## config.mk

```make
export PLATFORM = sky130hd
export DESIGN_NAME = mmu_bus_arbiter
export DESIGN_NICKNAME = d
export VERILOG_FILES = /design/src/rtl/mmu_bus_arbiter.sv
export SDC_FILE = /design/constraint.sdc
export NUM_CORES = 1
export LEC_CHECK = 0
export BUFFER_PORTS_ARGS = -buffer_cell sky130_fd_sc_hd__buf_4
export CORE_AREA = 2 2 133 135
export DETAILED_ROUTE_END_ITERATION = 8
export DIE_AREA = 0 0 135 137
export HOLD_SLACK_MARGIN = 0.06
export PLACE_DENSITY = 0.69
export SLEW_MARGIN = 25
export SYNTH_ARGS = -nofsm -noshare
export SYNTH_HDL_FRONTEND = slang
export SYNTH_SLANG_ARGS = --single-unit
export TNS_END_PERCENT = 10
```

## constraint.sdc

```tcl
create_clock -name CLK -period 2.6 [get_ports CLK]
set_input_delay 0.13 -clock CLK [delete_from_list [all_inputs] [get_ports CLK]]
set_output_delay 0.13 -clock CLK [all_outputs]
set_load 0.01 [all_outputs]
```

## src/rtl/mmu_bus_arbiter.sv

```systemverilog
// -----------------------------------------------------------------------------
// mmu_bus_arbiter
//
// Shares the single memory-side bus port of the MMU between three requesters:
// instruction fetch (read), data load (read) and data store (write). One
// transaction is in flight at a time, sequenced by a three-state FSM
// (IDLE -> ADDR -> [RDATA] -> IDLE).
//
// Handshakes: a requester raises *_REQ with its payload and holds both until
// the matching ACK pulse. The arbiter raises BUS_REQ with a latched payload
// and holds it until BUS_READY. For reads, BUS_RVALID is accepted only in
// RDATA. Every ACK is a combinational one-cycle pulse in the completing bus
// cycle, so the requester drops REQ before the following IDLE cycle. That
// IDLE cycle is also why back-to-back grants are one cycle apart.
//
// Priority in IDLE: store > load > fetch. If fetch has been passed over
// STARVE_LIMIT times in a row while requesting, fetch wins instead.
//
// Ports:
//   CLK, RST                       clock, synchronous active-high reset
//   INST_REQ/ADDR/CANCEL           fetch request, address and pipeline flush
//   INST_ACK/RADDR/RDATA           fetch completion pulse, address and data
//   DATA_RREQ/RADDR                load request and address
//   DATA_RACK/RDATA                load completion pulse and data
//   DATA_WREQ/WADDR/WSTRB/WDATA    store request and payload
//   DATA_WACK                      store accepted by the bus
//   BUS_REQ/WE/ADDR/STRB/WDATA     bus request and latched payload
//   BUS_READY, BUS_RVALID/RDATA    bus accept and read return
//   MEM_WAIT                       arbiter busy (state != IDLE)
//   DBG_STATE, DBG_STARVE          FSM state and starvation counter
// -----------------------------------------------------------------------------
module mmu_bus_arbiter #(
    parameter int ADDR_WIDTH   = 32,
    parameter int DATA_WIDTH   = 32,
    parameter int STARVE_LIMIT = 4
) (
    input  logic                    CLK,
    input  logic                    RST,
    input  logic                    INST_REQ,
    input  logic [ADDR_WIDTH-1:0]   INST_ADDR,
    input  logic                    INST_CANCEL,
    output logic                    INST_ACK,
    output logic [ADDR_WIDTH-1:0]   INST_RADDR,
    output logic [DATA_WIDTH-1:0]   INST_RDATA,
    input  logic                    DATA_RREQ,
    input  logic [ADDR_WIDTH-1:0]   DATA_RADDR,
    output logic                    DATA_RACK,
    output logic [DATA_WIDTH-1:0]   DATA_RDATA,
    input  logic                    DATA_WREQ,
    input  logic [ADDR_WIDTH-1:0]   DATA_WADDR,
    input  logic [DATA_WIDTH/8-1:0] DATA_WSTRB,
    input  logic [DATA_WIDTH-1:0]   DATA_WDATA,
    output logic                    DATA_WACK,
    output logic                    BUS_REQ,
    output logic                    BUS_WE,
    output logic [ADDR_WIDTH-1:0]   BUS_ADDR,
    output logic [DATA_WIDTH/8-1:0] BUS_STRB,
    output logic [DATA_WIDTH-1:0]   BUS_WDATA,
    input  logic                    BUS_READY,
    input  logic                    BUS_RVALID,
    input  logic [DATA_WIDTH-1:0]   BUS_RDATA,
    output logic                    MEM_WAIT,
    output logic [1:0]              DBG_STATE,
    output logic [3:0]              DBG_STARVE
);

    typedef enum logic [1:0] {
        S_IDLE  = 2'd0,
        S_ADDR  = 2'd1,
        S_RDATA = 2'd2
    } state_t;

    localparam logic [1:0] OWN_NONE = 2'd0;
    localparam logic [1:0] OWN_INST = 2'd1;
    localparam logic [1:0] OWN_DRD  = 2'd2;
    localparam logic [1:0] OWN_DWR  = 2'd3;

    localparam logic [3:0] LIMIT = 4'(STARVE_LIMIT);

    state_t                    state;
    state_t                    state_next;
    logic [1:0]                owner;
    logic [3:0]                starve_cnt;
    logic                      cancel_flag;
    logic [ADDR_WIDTH-1:0]     bus_addr_q;
    logic [DATA_WIDTH/8-1:0]   bus_strb_q;
    logic [DATA_WIDTH-1:0]     bus_wdata_q;
    logic                      bus_we_q;
    logic [ADDR_WIDTH-1:0]     inst_raddr_q;
    logic [DATA_WIDTH-1:0]     inst_rdata_q;
    logic [DATA_WIDTH-1:0]     data_rdata_q;

    // Grant decode, only acted upon in IDLE. A flush in the same cycle
    // blocks the fetch grant, even a forced one.
    logic fetch_ok;
    logic force_fetch;
    logic grant_wr;
    logic grant_rd;
    logic grant_inst;
    logic any_grant;

    assign fetch_ok    = INST_REQ && !INST_CANCEL;
    assign force_fetch = fetch_ok && (starve_cnt == LIMIT);
    assign grant_wr    = !force_fetch && DATA_WREQ;
    assign grant_rd    = !force_fetch && !DATA_WREQ && DATA_RREQ;
    assign grant_inst  = force_fetch || (fetch_ok && !DATA_WREQ && !DATA_RREQ);
    assign any_grant   = grant_wr || grant_rd || grant_inst;

    // ---------------- state register ----------------
    always_ff @(posedge CLK) begin
        if (RST) begin
            state <= S_IDLE;
        end else begin
            state <= state_next;
        end
    end

    // ---------------- next-state logic ----------------
    always_comb begin
        state_next = state;
        case (state)
            S_IDLE:  if (any_grant) state_next = S_ADDR;
            S_ADDR:  if (BUS_READY) state_next = bus_we_q ? S_IDLE : S_RDATA;
            S_RDATA: if (BUS_RVALID) state_next = S_IDLE;
            default: state_next = S_IDLE;
        endcase
    end

    // ---------------- output logic ----------------
    // Completion pulses are masked while RST is high so that a transaction
    // abandoned by reset never acknowledges.
    always_comb begin
        BUS_REQ   = 1'b0;
        MEM_WAIT  = 1'b0;
        DATA_WACK = 1'b0;
        INST_ACK  = 1'b0;
        DATA_RACK = 1'b0;
        case (state)
            S_ADDR: begin
                BUS_REQ   = 1'b1;
                MEM_WAIT  = 1'b1;
                DATA_WACK = !RST && BUS_READY && bus_we_q;
            end
            S_RDATA: begin
                MEM_WAIT  = 1'b1;
                INST_ACK  = !RST && BUS_RVALID && (owner == OWN_INST)
                            && !cancel_flag && !INST_CANCEL;
                DATA_RACK = !RST && BUS_RVALID && (owner == OWN_DRD);
            end
            default: ;
        endcase
    end

    // Read data is visible in the ACK cycle itself and held afterwards.
    assign INST_RDATA = INST_ACK  ? BUS_RDATA  : inst_rdata_q;
    assign INST_RADDR = INST_ACK  ? bus_addr_q : inst_raddr_q;
    assign DATA_RDATA = DATA_RACK ? BUS_RDATA  : data_rdata_q;

    assign BUS_WE     = bus_we_q;
    assign BUS_ADDR   = bus_addr_q;
    assign BUS_STRB   = bus_strb_q;
    assign BUS_WDATA  = bus_wdata_q;
    assign DBG_STATE  = state;
    assign DBG_STARVE = starve_cnt;

    // ---------------- datapath and bookkeeping ----------------
    always_ff @(posedge CLK) begin
        if (RST) begin
            owner        <= OWN_NONE;
            starve_cnt   <= '0;
            cancel_flag  <= 1'b0;
            bus_addr_q   <= '0;
            bus_strb_q   <= '0;
            bus_wdata_q  <= '0;
            bus_we_q     <= 1'b0;
            inst_raddr_q <= '0;
            inst_rdata_q <= '0;
            data_rdata_q <= '0;
        end else begin
            if (state == S_IDLE) begin
                cancel_flag <= 1'b0;
                if (grant_wr) begin
                    owner       <= OWN_DWR;
                    bus_we_q    <= 1'b1;
                    bus_addr_q  <= DATA_WADDR;
                    bus_strb_q  <= DATA_WSTRB;
                    bus_wdata_q <= DATA_WDATA;
                end else if (grant_rd) begin
                    owner       <= OWN_DRD;
                    bus_we_q    <= 1'b0;
                    bus_addr_q  <= DATA_RADDR;
                    bus_strb_q  <= '1;
                    bus_wdata_q <= '0;
                end else if (grant_inst) begin
                    owner       <= OWN_INST;
                    bus_we_q    <= 1'b0;
                    bus_addr_q  <= INST_ADDR;
                    bus_strb_q  <= '1;
                    bus_wdata_q <= '0;
                end

                // Counts data grants that bypassed a waiting fetch.
                if (grant_inst) begin
                    starve_cnt <= '0;
                end else if ((grant_wr || grant_rd) && INST_REQ) begin
                    if (starve_cnt < LIMIT) starve_cnt <= starve_cnt + 4'd1;
                end else if (!INST_REQ) begin
                    starve_cnt <= '0;
                end
            end else if ((owner == OWN_INST) && INST_CANCEL) begin
                // The bus transfer still completes; only the response is dropped.
                cancel_flag <= 1'b1;
            end

            if (INST_ACK) begin
                inst_rdata_q <= BUS_RDATA;
                inst_raddr_q <= bus_addr_q;
            end
            if (DATA_RACK) begin
                data_rdata_q <= BUS_RDATA;
            end
        end
    end

endmodule

```

### Word-level counts from Yosys, hierarchy flattened

Index checks and enable logic that the tools add are counted.
Widths: inputs -> output; s select.

* add/sub/neg operators: 1
* order comparisons: 1
* equal/unequal tests: 10
* muxes and demuxes: 32
* reductions and logical operators: 32

Operators with widths (count)
* $mux 32: 9
* $mux 4: 7
* $logic_and 1x1->1: 16
* $mux 2: 7
* $mux 1: 8
* $logic_not 1->1: 6
* $ne 2x2->1 const B: 3
* $pmux 2 s3: 1
* $reduce_and 3->1: 2
* $add 4x1->4 const B: 1
* $eq 2x1->1 const B: 2
* $eq 2x2->1 const B: 2
* $eq 4x3->1 const B: 1
* $lt 4x3->1 const B: 1
* $reduce_or 2->1: 2
* $logic_or 1x1->1: 3
* $ne 3x1->1 const B: 1
* $ne 3x2->1 const B: 1
* $reduce_bool 3->1: 1
* $logic_not 2->1: 1
* $reduce_and 2->1: 1

* bits in registers: 174
* input port bits: 172
* output and inout port bits: 176
* word-level logic and storage cells: 87

### Depth between registers and ports, before layout

Gate-level depths: netlist of the first run.

* depth after elaboration: 10
* depth in mapped cells: 8
* depth with buffers taken out: 6

### Worst setup path after synthesis of the first run

No wires, ideal clock.

* path type: reg2reg
* start point: register state[0], in the netlist DBG_STATE[0]
* end point: register inst_raddr_q[22]
* library setup time: 115 ps
* arrival: 1804 ps
* required time: 2485 ps
* setup slack: 681 ps
* stages on the path, launching flop included: 9
* path buffers: 2
* clock period less this slack: 1919 ps
* cells stage by stage: dfxtp_1 -> inv_1 -> ha_1 -> nand3b_4 -> nand4b_4 -> buf_6 -> buf_2 -> mux2_1 -> and2_1

* longest elaborated chain between the ends: 3

RTL lines
* from (decl): line 80 `state_t state;`
* from (signal assigned): line 114 `state <= state_next;`
* $eq 2x2->1: line 138 `case (state)`
* $mux 1: line 138
* $mux 32
* net INST_RADDR[22]: line 43 `output logic [ADDR_WIDTH-1:0] INST_RADDR,`
* to (signal assigned): line 217 `inst_raddr_q <= bus_addr_q;`
* to (decl): line 89 `logic [ADDR_WIDTH-1:0] inst_raddr_q;`

The timed path passes the listed nets, and every way through them passes these cells.
A chain may end at the register's enable or synchronous reset.

### Worst setup path in the final report of the first run

* start point: register state[0], in the netlist DBG_STATE[0]
* end point: output port INST_RADDR[13]

* longest elaborated chain between the ends: 3

RTL lines (line)
* $eq 2x2->1: 138
* $mux 1: 138
* $mux 32
* to (decl): 43

Every way passes these cells.

==> results.json, run 1 <==
{
  "outcome": "finished, final reports clean",
  "cp_max_fo": 10,
  "portBuffers": 347,
  "ir_worst_vdd_mv": 0.475,
  "worstSetupPathType": "flop to output pin",
  "synth_top_family_by_area": "compound AO/OA/AOI/OAI gates",
  "cts_tree": "yes",
  "path_cells": "inv_1, ha_1, nand3b_4, nand4b_2, mux2_1, buf_4",
  "clock_latency_ns": 0.42,
  "synthDominantCellAreaShare": 0.495,
  "skew_ns": 0.00937,
  "grt_pass1_wl_mm": 33.9,
  "netlist_top_cells_count": "dfxtp_1, and2_1, mux2_1",
  "cts_made_buffers": 17,
  "syn_avg_cell_area_um2": 10.9,
  "dp_hpwl_mm": 16.1,
  "htree_levels": 4,
  "die-area_mm2": 0.0185,
  "syn_inst": 649,
  "clock-sinks": 174,
  "drt_first_pass_iters": 5,
  "synth_most_common_cell": "dfxtp_1",
  "netlist_area_mm2": 0.00704,
  "post-synth-top-area-cell": "dfxtp_1",
  "synthAdderAreaFrac": 0.00888,
  "critPathSlowestCell": "nand4b_2",
  "synthArstFlopShare": 0,
  "yosysUniqueCellTypes": 49,
  "die_x_um": 135,
  "power_mw": 7.19,
  "diodes": 0,
  "cp.arrival_ns": 2.29,
  "initial_core_util": 0.413,
  "synth-main-ff-cell": "dfxtp_1",
  "drive_gt1_frac": 0.396,
  "finalSetupViolations": 0,
  "synth_nets": 826,
  "die_height_um": 137,
  "clk_path_buf_depth": 2,
  "cellLeakagePower_nw": 5.43,
  "synthMuxAreaShare": 0.159,
  "setup.worst_path.end_class": "output pin",
  "ys_seq_area_frac": 0.495,
  "min_path_type": "input pin to flop",
  "drt_iter0_drc": 251,
  "num_vias": 6475,
  "synth_edf_count": 0,
  "synth_compound_area_frac": 0.168,
  "rows": 48,
  "cts_resized": 0,
  "wl_per_cell_um": 18.2,
  "num-fill-cells": 1409,
  "tns_ns": 0,
  "cp-start-kind": "flop",
  "syn2layout_area_growth_pct": 57.6,
  "fin_crit_sh": 0.932,
  "track_usage": 0.237,
  "period_minus_slack_ns": 2.42,
  "synth_simple_gate_area_frac": 0.132,
  "grt_overflow": 0,
  "wl_mm": 23.1,
  "synthTopCellsByArea": "dfxtp_1, mux2_1, and2_1",
  "yosysWarnings": 0,
  "final_max_slew_viol_count": 0,
  "tightest_slew_ns": 0.576,
  "place.gp.congestion": 0.815,
  "ant_nets": 0,
  "clock-root-buffer": "clkbuf_16",
  "relSlewSlack": 0.616,
  "drc": 0,
  "grt_start_max_net_pins": 60,
  "cp.required_ns": 2.47,
  "path_clk_slew_ns": 0.07,
  "fmax_mhz": 413,
  "final-hold-violation-count": 0,
  "vias_per_cell": 5.09,
  "powerDensity_mw_per_mm2": 648,
  "drv_cap": 0,
  "antenna_found_initial": 0,
  "synth-xor-area-share": 0,
  "ys_ff_latch": 174,
  "final_nets": 1212,
  "max_stage_delay_ns": 0.50,
  "core_mm2": 0.0171,
  "io_pins": 348,
  "grt_pass1_vias": 6271,
  "rsz0062_at_grt": "no"
}
[layout by cell type, fill, tap and decap left out, drive strengths merged, types with 2 or more instances in the layout]
cell type | Yosys | layout
a22oi | 32 | 32
dfxtp | 174 | 174
mux2i | 3 | 3
and3 | 2 | 2
mux2 | 97 | 97
o221a | 4 | 4
or2 | 2 | 2
a2bb2oi | 31 | 31
nor2b | 3 | 3
nand2b | 2 | 2
a31oi | 3 | 3
clkinv | 0 | 5
clkbuf | 30 | 19
buf | 22 | 364
and2 | 97 | 97
o21ai | 4 | 4
ha | 5 | 5
a21oi | 3 | 3
nor2 | 40 | 40
dlygate4sd3 | 0 | 54
a22o | 32 | 32
bufinv | 0 | 5
nor3 | 2 | 2
nand4b | 1 | 2
o22ai | 32 | 32
nand2 | 4 | 4
inv | 8 | 11
[critical path: cells and delay by family, from the launching register on]
family	cells	cell delay, ns
adders and majority gates	1	0.20
muxes	1	0.47
DFF	1	0.33
and+or+nand+nor	2	0.62
buffers and inverters	2	0.24
[state kept, by name, indices dropped and copies added (netlist names)]
register      count
data_rdata_q     32
BUS_STRB          4
DBG_STATE         2
inst_rdata_q     32
BUS_WDATA        32
owner             2
BUS_ADDR         32
inst_raddr_q     32
cancel_flag       1
DBG_STARVE        4
BUS_WE            1
[path summary, 6_finish.rpt]
path | startpoint | depth (start not counted) | to | slack, ns
setup / recovery | DBG_STATE[0] | 6 | INST_RADDR[13] | 0.18
hold / removal | BUS_RDATA[18] | 3 | data_rdata_q[18] | 0.07
setup reg to reg | DBG_STARVE[0] | 7 | BUS_ADDR[28] | 0.53
hold reg to reg | owner[1] | 2 | owner[1] | 0.50
[final cells by class]
cell class / instances / area, µm² / area share
clock buffer: 19 / 453 / 0.0408
timing repair buffer: 418 / 3310 / 0.298
multi-input combinational: 416 / 3330 / 0.300
sequential: 174 / 3480 / 0.314
tap: 225 / 282 / 0.0254
inverter: 8 / 30.0 / 0.00271
clock inverter: 13 / 209 / 0.0188
[logic make-up (layout without fill, tap and decap cells)]
group,count (synthesis),count (layout)
AO/OA/AOI/OAI,151,151
AND/OR/NAND/NOR,159,160
multiplexers,100,100
buffers and inverters,60,458
flip-flops,174,174
adder cells (fa/ha/maj),5,5
[layer usage]
layer  GRT usage  wire [µm]  vias to the layer above
li1            -          -                     3121
met1       0.288       9760                     3047
met2       0.400      11200                      263
met3      0.0637       1620                       44
met4      0.0955        609                        0
met5           0          0                        -
[per-stage QoR]
step | instances | instance area, µm² | utilization | setup slack, ns | hold slack (ns)
6_report | 1273 | 11100 | 0.651 | 0.176 | 0.0735
4_1_cts | 1271 | 11100 | 0.650 | 0.0745 | 0.0603
3_3_place_gp | 1184 | 9870 | 0.578 | 0.383 | 0.362
2_1_floorplan | 649 | 7040 | - | 0.681 | 0.270
5_1_grt | 1273 | 11100 | 0.651 | 0.0710 | 0.0647
3_5_place_dp | 1184 | 9870 | 0.578 | 0.371 | 0.372
[timing repair]
item                       in CTS  in global routing
buffers inserted                0                  2
setup endpoints to repair      46                 12
hold endpoints to repair       60                  0
gates cloned                    1                  0
hold buffers                   54                  0
pin swaps                       0                  0
[power by group]
part / internal, mW / total (mW) / switching, mW
Sequential: 2.85 / 3.00 / 0.151
Clock: 1.77 / 2.83 / 1.06
Combinational: 0.708 / 1.36 / 0.654
Total: 5.32 / 7.19 / 1.87
Power figures use the tool's default switching activity.
==> inputs of run 2 (changes only) <==
- REMOVE_ABC_BUFFERS: not set -> 1
==> run 2 against run 1 <==
- die area stayed put
- hold slack worse by 0.0011 ns
- first-iteration DRC count is 3.2% higher
- wire length is 1.2% lower
- cell count is 0.24% higher
- combinational power hardly changed
- clock-buffer cell count stayed put
- sequential share of layout area is 0.11 points higher
- critical path depth is 1 higher
- sequential power hardly changed
- utilization is 0.22 points lower
- global-route usage hardly changed
- largest cell class unchanged
==> results.json, run 2 (synthesis gave the netlist of run 1 again) <==
{
  "final-hold-violation-count": 0,
  "place.gp.congestion": 0.787,
  "wl_per_cell_um": 17.9,
  "portBuffers": 347,
  "fin_crit_sh": 0.943,
  "syn2layout_area_growth_pct": 57.1,
  "rows": 48,
  "drt_first_pass_iters": 4,
  "post_cts_buffers": 0,
  "initial_core_util": 0.413,
  "fmax_mhz": 408,
  "cp.arrival_ns": 2.32,
  "multiInputGateArea_mm2": 0.00332,
  "final_max_slew_viol_count": 0,
  "die-area_mm2": 0.0185,
  "clock-sinks": 174,
  "cp.required_ns": 2.47,
  "final_common_cell": "buf_4",
  "tightest_slew_ns": 0.670,
  "final_nets": 1215,
  "setup_slack_ns": 0.148,
  "grt_start_max_net_pins": 66,
  "worstSetupPathType": "flop to output pin",
  "vias_per_cell": 5.05,
  "drv_cap": 0,
  "final_util": 0.649,
  "min_path_type": "input pin to flop",
  "num-fill-cells": 1393,
  "die_height_um": 137,
  "htree_levels": 4,
  "drt_iter0_drc": 259,
  "power_mw": 6.83,
  "finalSetupViolations": 0,
  "mostFrequentLayoutCells": "buf_4, dfxtp_1, and2_1",
  "relSlewSlack": 0.552,
  "die_x_um": 135,
  "regArea_mm2": 0.00348,
  "outcome": "finished, final reports clean",
  "clock-root-buffer": "clkbuf_16",
  "core_mm2": 0.0171,
  "drc": 0,
  "num_vias": 6446,
  "preCtsSetupSlack_ns": 0.541,
  "cts_made_buffers": 17,
  "grt_overflow": 0,
  "grt_pass1_vias": 6258,
  "io_pins": 348,
  "track_usage": 0.237,
  "dp_hpwl_mm": 16.3,
  "period_minus_slack_ns": 2.45,
  "ir_worst_vdd_mv": 0.464,
  "drive_gt1_frac": 0.391,
  "path_clk_slew_ns": 0.07,
  "skew_ns": 0.0112,
  "cts_tree": "yes",
  "wl_mm": 22.9,
  "ant_nets": 0,
  "cp-start-kind": "flop",
  "cts_hold_buf": 60,
  "setup.worst_path.end_class": "output pin",
  "clk_path_buf_depth": 2,
  "diodes": 0,
  "cts_resized": 0,
  "cellLeakagePower_nw": 5.39,
  "clock_latency_ns": 0.42,
  "rsz0062_at_grt": "no",
  "antenna_found_initial": 0,
  "grt_pass1_wl_mm": 33.9,
  "cp_max_fo": 65,
  "powerDensity_mw_per_mm2": 617
}
## run 2: path summary, 6_finish.rpt
kind,from,to,slack (ns),cells past startpoint
max,DBG_STATE[0],INST_RDATA[8],0.15,7
min,BUS_RDATA[3],inst_rdata_q[3],0.07,3
max reg2reg,DBG_STATE[0],BUS_WDATA[8],0.26,6
min reg2reg,DBG_STARVE[1],DBG_STARVE[1],0.50,2
## run 2: area by class of cell
class | instances | share of cell area
well taps | 225 | 0.0254
clock buffers | 19 | 0.0400
flip-flops and latches | 174 | 0.315
clock inverters | 13 | 0.0119
repair buffers | 422 | 0.304
multi-input cells | 415 | 0.301
inverters | 8 | 0.00271
## run 2: power by group
part	leakage, nW	internal, mW	switching [mW]	total [mW]
logic	3.71	0.723	0.648	1.37
clock network	0.270	1.37	1.11	2.47
registers	1.42	2.85	0.136	2.98
## run 2: worst max-delay path, cell delays in order, from the launching register on
cell	delay [ns]
dfxtp_1	0.38
inv_1	0.08
ha_1	0.24
nand3b_4	0.10
nand4b_4	0.14
buf_12	0.35
mux2_1	0.41
buf_4	0.16
## run 2: layer usage
metal,global-route usage,wire (µm)
met5,0,0
met4,0.0891,570
met3,0.0785,2100
met2,0.426,11300
met1,0.260,8860
## run 2: per-stage QoR
stage	instances	hold WS (ns)	TNS (ns)	instance area, µm²
floorplan	597	0.202	-11.86	6820
global placement	1184	0.363	0	9890
detailed placement	1184	0.374	0	9890
CTS	1276	0.0619	0	11100
global route	1276	0.0624	0	11100
finish	1276	0.0725	0	11100
==> inputs of run 3 (changes only) <==
- PLACE_DENSITY: 0.69 -> 0.73
==> run 3 against run 2 <==
- combinational power hardly changed
- clock power barely moved
- via count increased by 0.25%
- non-clock buffer count rose by 2
- cell count up 0.16%
- largest power group unchanged
==> results.json, run 3 (synthesis gave the netlist of run 1 again) <==
{
  "htree_levels": 4,
  "ir_worst_vdd_mv": 0.446,
  "fmax_mhz": 413,
  "drt_iter0_drc": 323,
  "drc": 0,
  "multiInputGateArea_mm2": 0.00333,
  "rows": 48,
  "grt_pass1_wl_mm": 35.1,
  "layout.cells.non_filler": 1278,
  "power_mw": 6.82,
  "cellLeakagePower_nw": 5.39,
  "final-hold-violation-count": 0,
  "cp-start-kind": "flop",
  "post_cts_buffers": 0,
  "cp.arrival_ns": 2.29,
  "mostFrequentLayoutCells": "buf_4, dfxtp_1, and2_1",
  "place.gp.congestion": 0.755,
  "cts_tree": "yes",
  "cts_resized": 0,
  "power_frac_clock": 0.361,
  "final_common_cell": "buf_4",
  "num_vias": 6462,
  "regArea_mm2": 0.00348,
  "timing.rr.start": "DBG_STATE[0]",
  "grt_pass1_vias": 6361,
  "final_max_slew_viol_count": 0,
  "cp_max_fo": 33,
  "outcome": "finished, final reports clean",
  "holdWs_ns": 0.0682,
  "switching_share": 0.275,
  "seq_power_share": 0.438,
  "skew_ns": 0.0109,
  "drv_cap": 0,
  "die_x_um": 135,
  "r2r-end": "BUS_WDATA[29]",
  "grt_start_max_net_pins": 49,
  "min_to": "BUS_WDATA[17]",
  "grt_overflow": 0,
  "path_cells": "inv_1, ha_1, nand3b_4, nor3_4, buf_4, mux2_1, buf_4",
  "ant_nets": 0,
  "io_pins": 348,
  "finalSetupViolations": 0,
  "syn2layout_area_growth_pct": 56.8,
  "min_path_type": "input pin to flop",
  "drive_gt1_frac": 0.390,
  "p_sw_mw": 1.88,
  "setup.worst_path.end_class": "output pin",
  "num-fill-cells": 1363,
  "rsz0062_at_grt": "no",
  "max_stage_delay_ns": 0.43,
  "cp.required_ns": 2.47,
  "path_clk_slew_ns": 0.07,
  "hp-start": "RST",
  "wl_mm": 23.6,
  "clock-sinks": 174,
  "relSlewSlack": 0.398,
  "period_minus_slack_ns": 2.42,
  "core_mm2": 0.0171,
  "p_comb_frac": 0.202,
  "powerDensity_mw_per_mm2": 618,
  "die_height_um": 137,
  "dp_hpwl_mm": 16.5,
  "fin_crit_sh": 0.931,
  "critPathSlowestCell": "buf_4",
  "die-area_mm2": 0.0185,
  "worstSetupPathType": "flop to output pin",
  "final_nets": 1217,
  "drt_first_pass_iters": 4,
  "ff2ff_setup_slack_ns": 0.31,
  "cts_made_buffers": 17,
  "final_util": 0.647,
  "path_common_cell": "buf_4",
  "clk_path_buf_depth": 2,
  "clock_latency_ns": 0.43,
  "initial_core_util": 0.413,
  "diodes": 0,
  "clock-root-buffer": "clkbuf_16",
  "track_usage": 0.247,
  "tightest_slew_ns": 0.901,
  "rr_worst_depth": 8,
  "hold_depth": 2,
  "startpoint": "DBG_STATE[0]",
  "internal_power_mw": 4.94,
  "vias_per_cell": 5.06,
  "portBuffers": 347,
  "dp_cells": 1185,
  "wl_per_cell_um": 18.5,
  "antenna_found_initial": 0
}
[run 3: how the worst max path moves through the flow]
stage	to	cells after the start
finish	DATA_RDATA[17]	7
CTS	DATA_RDATA[17]	7
floorplan	data_rdata_q[0]	6
global route	DATA_RDATA[18]	7
detailed placement	data_rdata_q[31]	7
global placement	INST_RADDR[26]	7
[run 3: routing by layer]
| metal | GRT usage | part of all wire | vias up |
|---|---|---|---|
| met5 | 0 | 0 | - |
| met3 | 0.0767 | 0.082 | 23 |
| met4 | 0.0723 | 0.016 | 0 |
| li1 | - | - | 3111 |
| met2 | 0.435 | 0.49 | 262 |
| met1 | 0.289 | 0.41 | 3066 |
[run 3: repair_timing]
item                                    CTS  global route
hold buffers                             61             0
endpoints found under the hold margin    61             0
endpoints found under the setup margin    0             0
[run 3: power groups by stage]
stage          Clock (mW)  Sequential [mW]  Combinational [mW]
6_report             2.46             2.99                1.38
5_1_grt              2.63             3.01                1.48
4_1_cts              2.51             2.98                1.37
3_5_place_dp            0             3.04                1.29
3_3_place_gp            0             3.03                1.27
2_1_floorplan           0             3.09               0.490
[run 3: critical path, delay by kind of cell, from the launching register on]
kind / cells / cell delay (ns)
multiplexers: 1 / 0.40
AND/OR/NAND/NOR: 2 / 0.21
buffers and inverters: 3 / 0.67
flip-flops: 1 / 0.34
adder cells (fa/ha/maj): 1 / 0.20
[run 3: per-stage QoR]
step,setup slack [ns],setup TNS (ns),area [µm²]
6_report,0.179,0,11000
5_1_grt,0.0569,0,11000
4_1_cts,0.163,0,11000
3_5_place_dp,0.625,0,9860
3_3_place_gp,0.668,0,9860
2_1_floorplan,-0.266,-11.86,6820
[run 3: cell type report]
| class | count | area share |
|---|---|---|
| flip-flops and latches | 174 | 0.315 |
| clock inverters | 11 | 0.00986 |
| inverters | 8 | 0.00272 |
| multi-input cells | 415 | 0.302 |
| repair buffers | 424 | 0.303 |
| clock buffers | 21 | 0.0417 |
| well taps | 225 | 0.0255 |
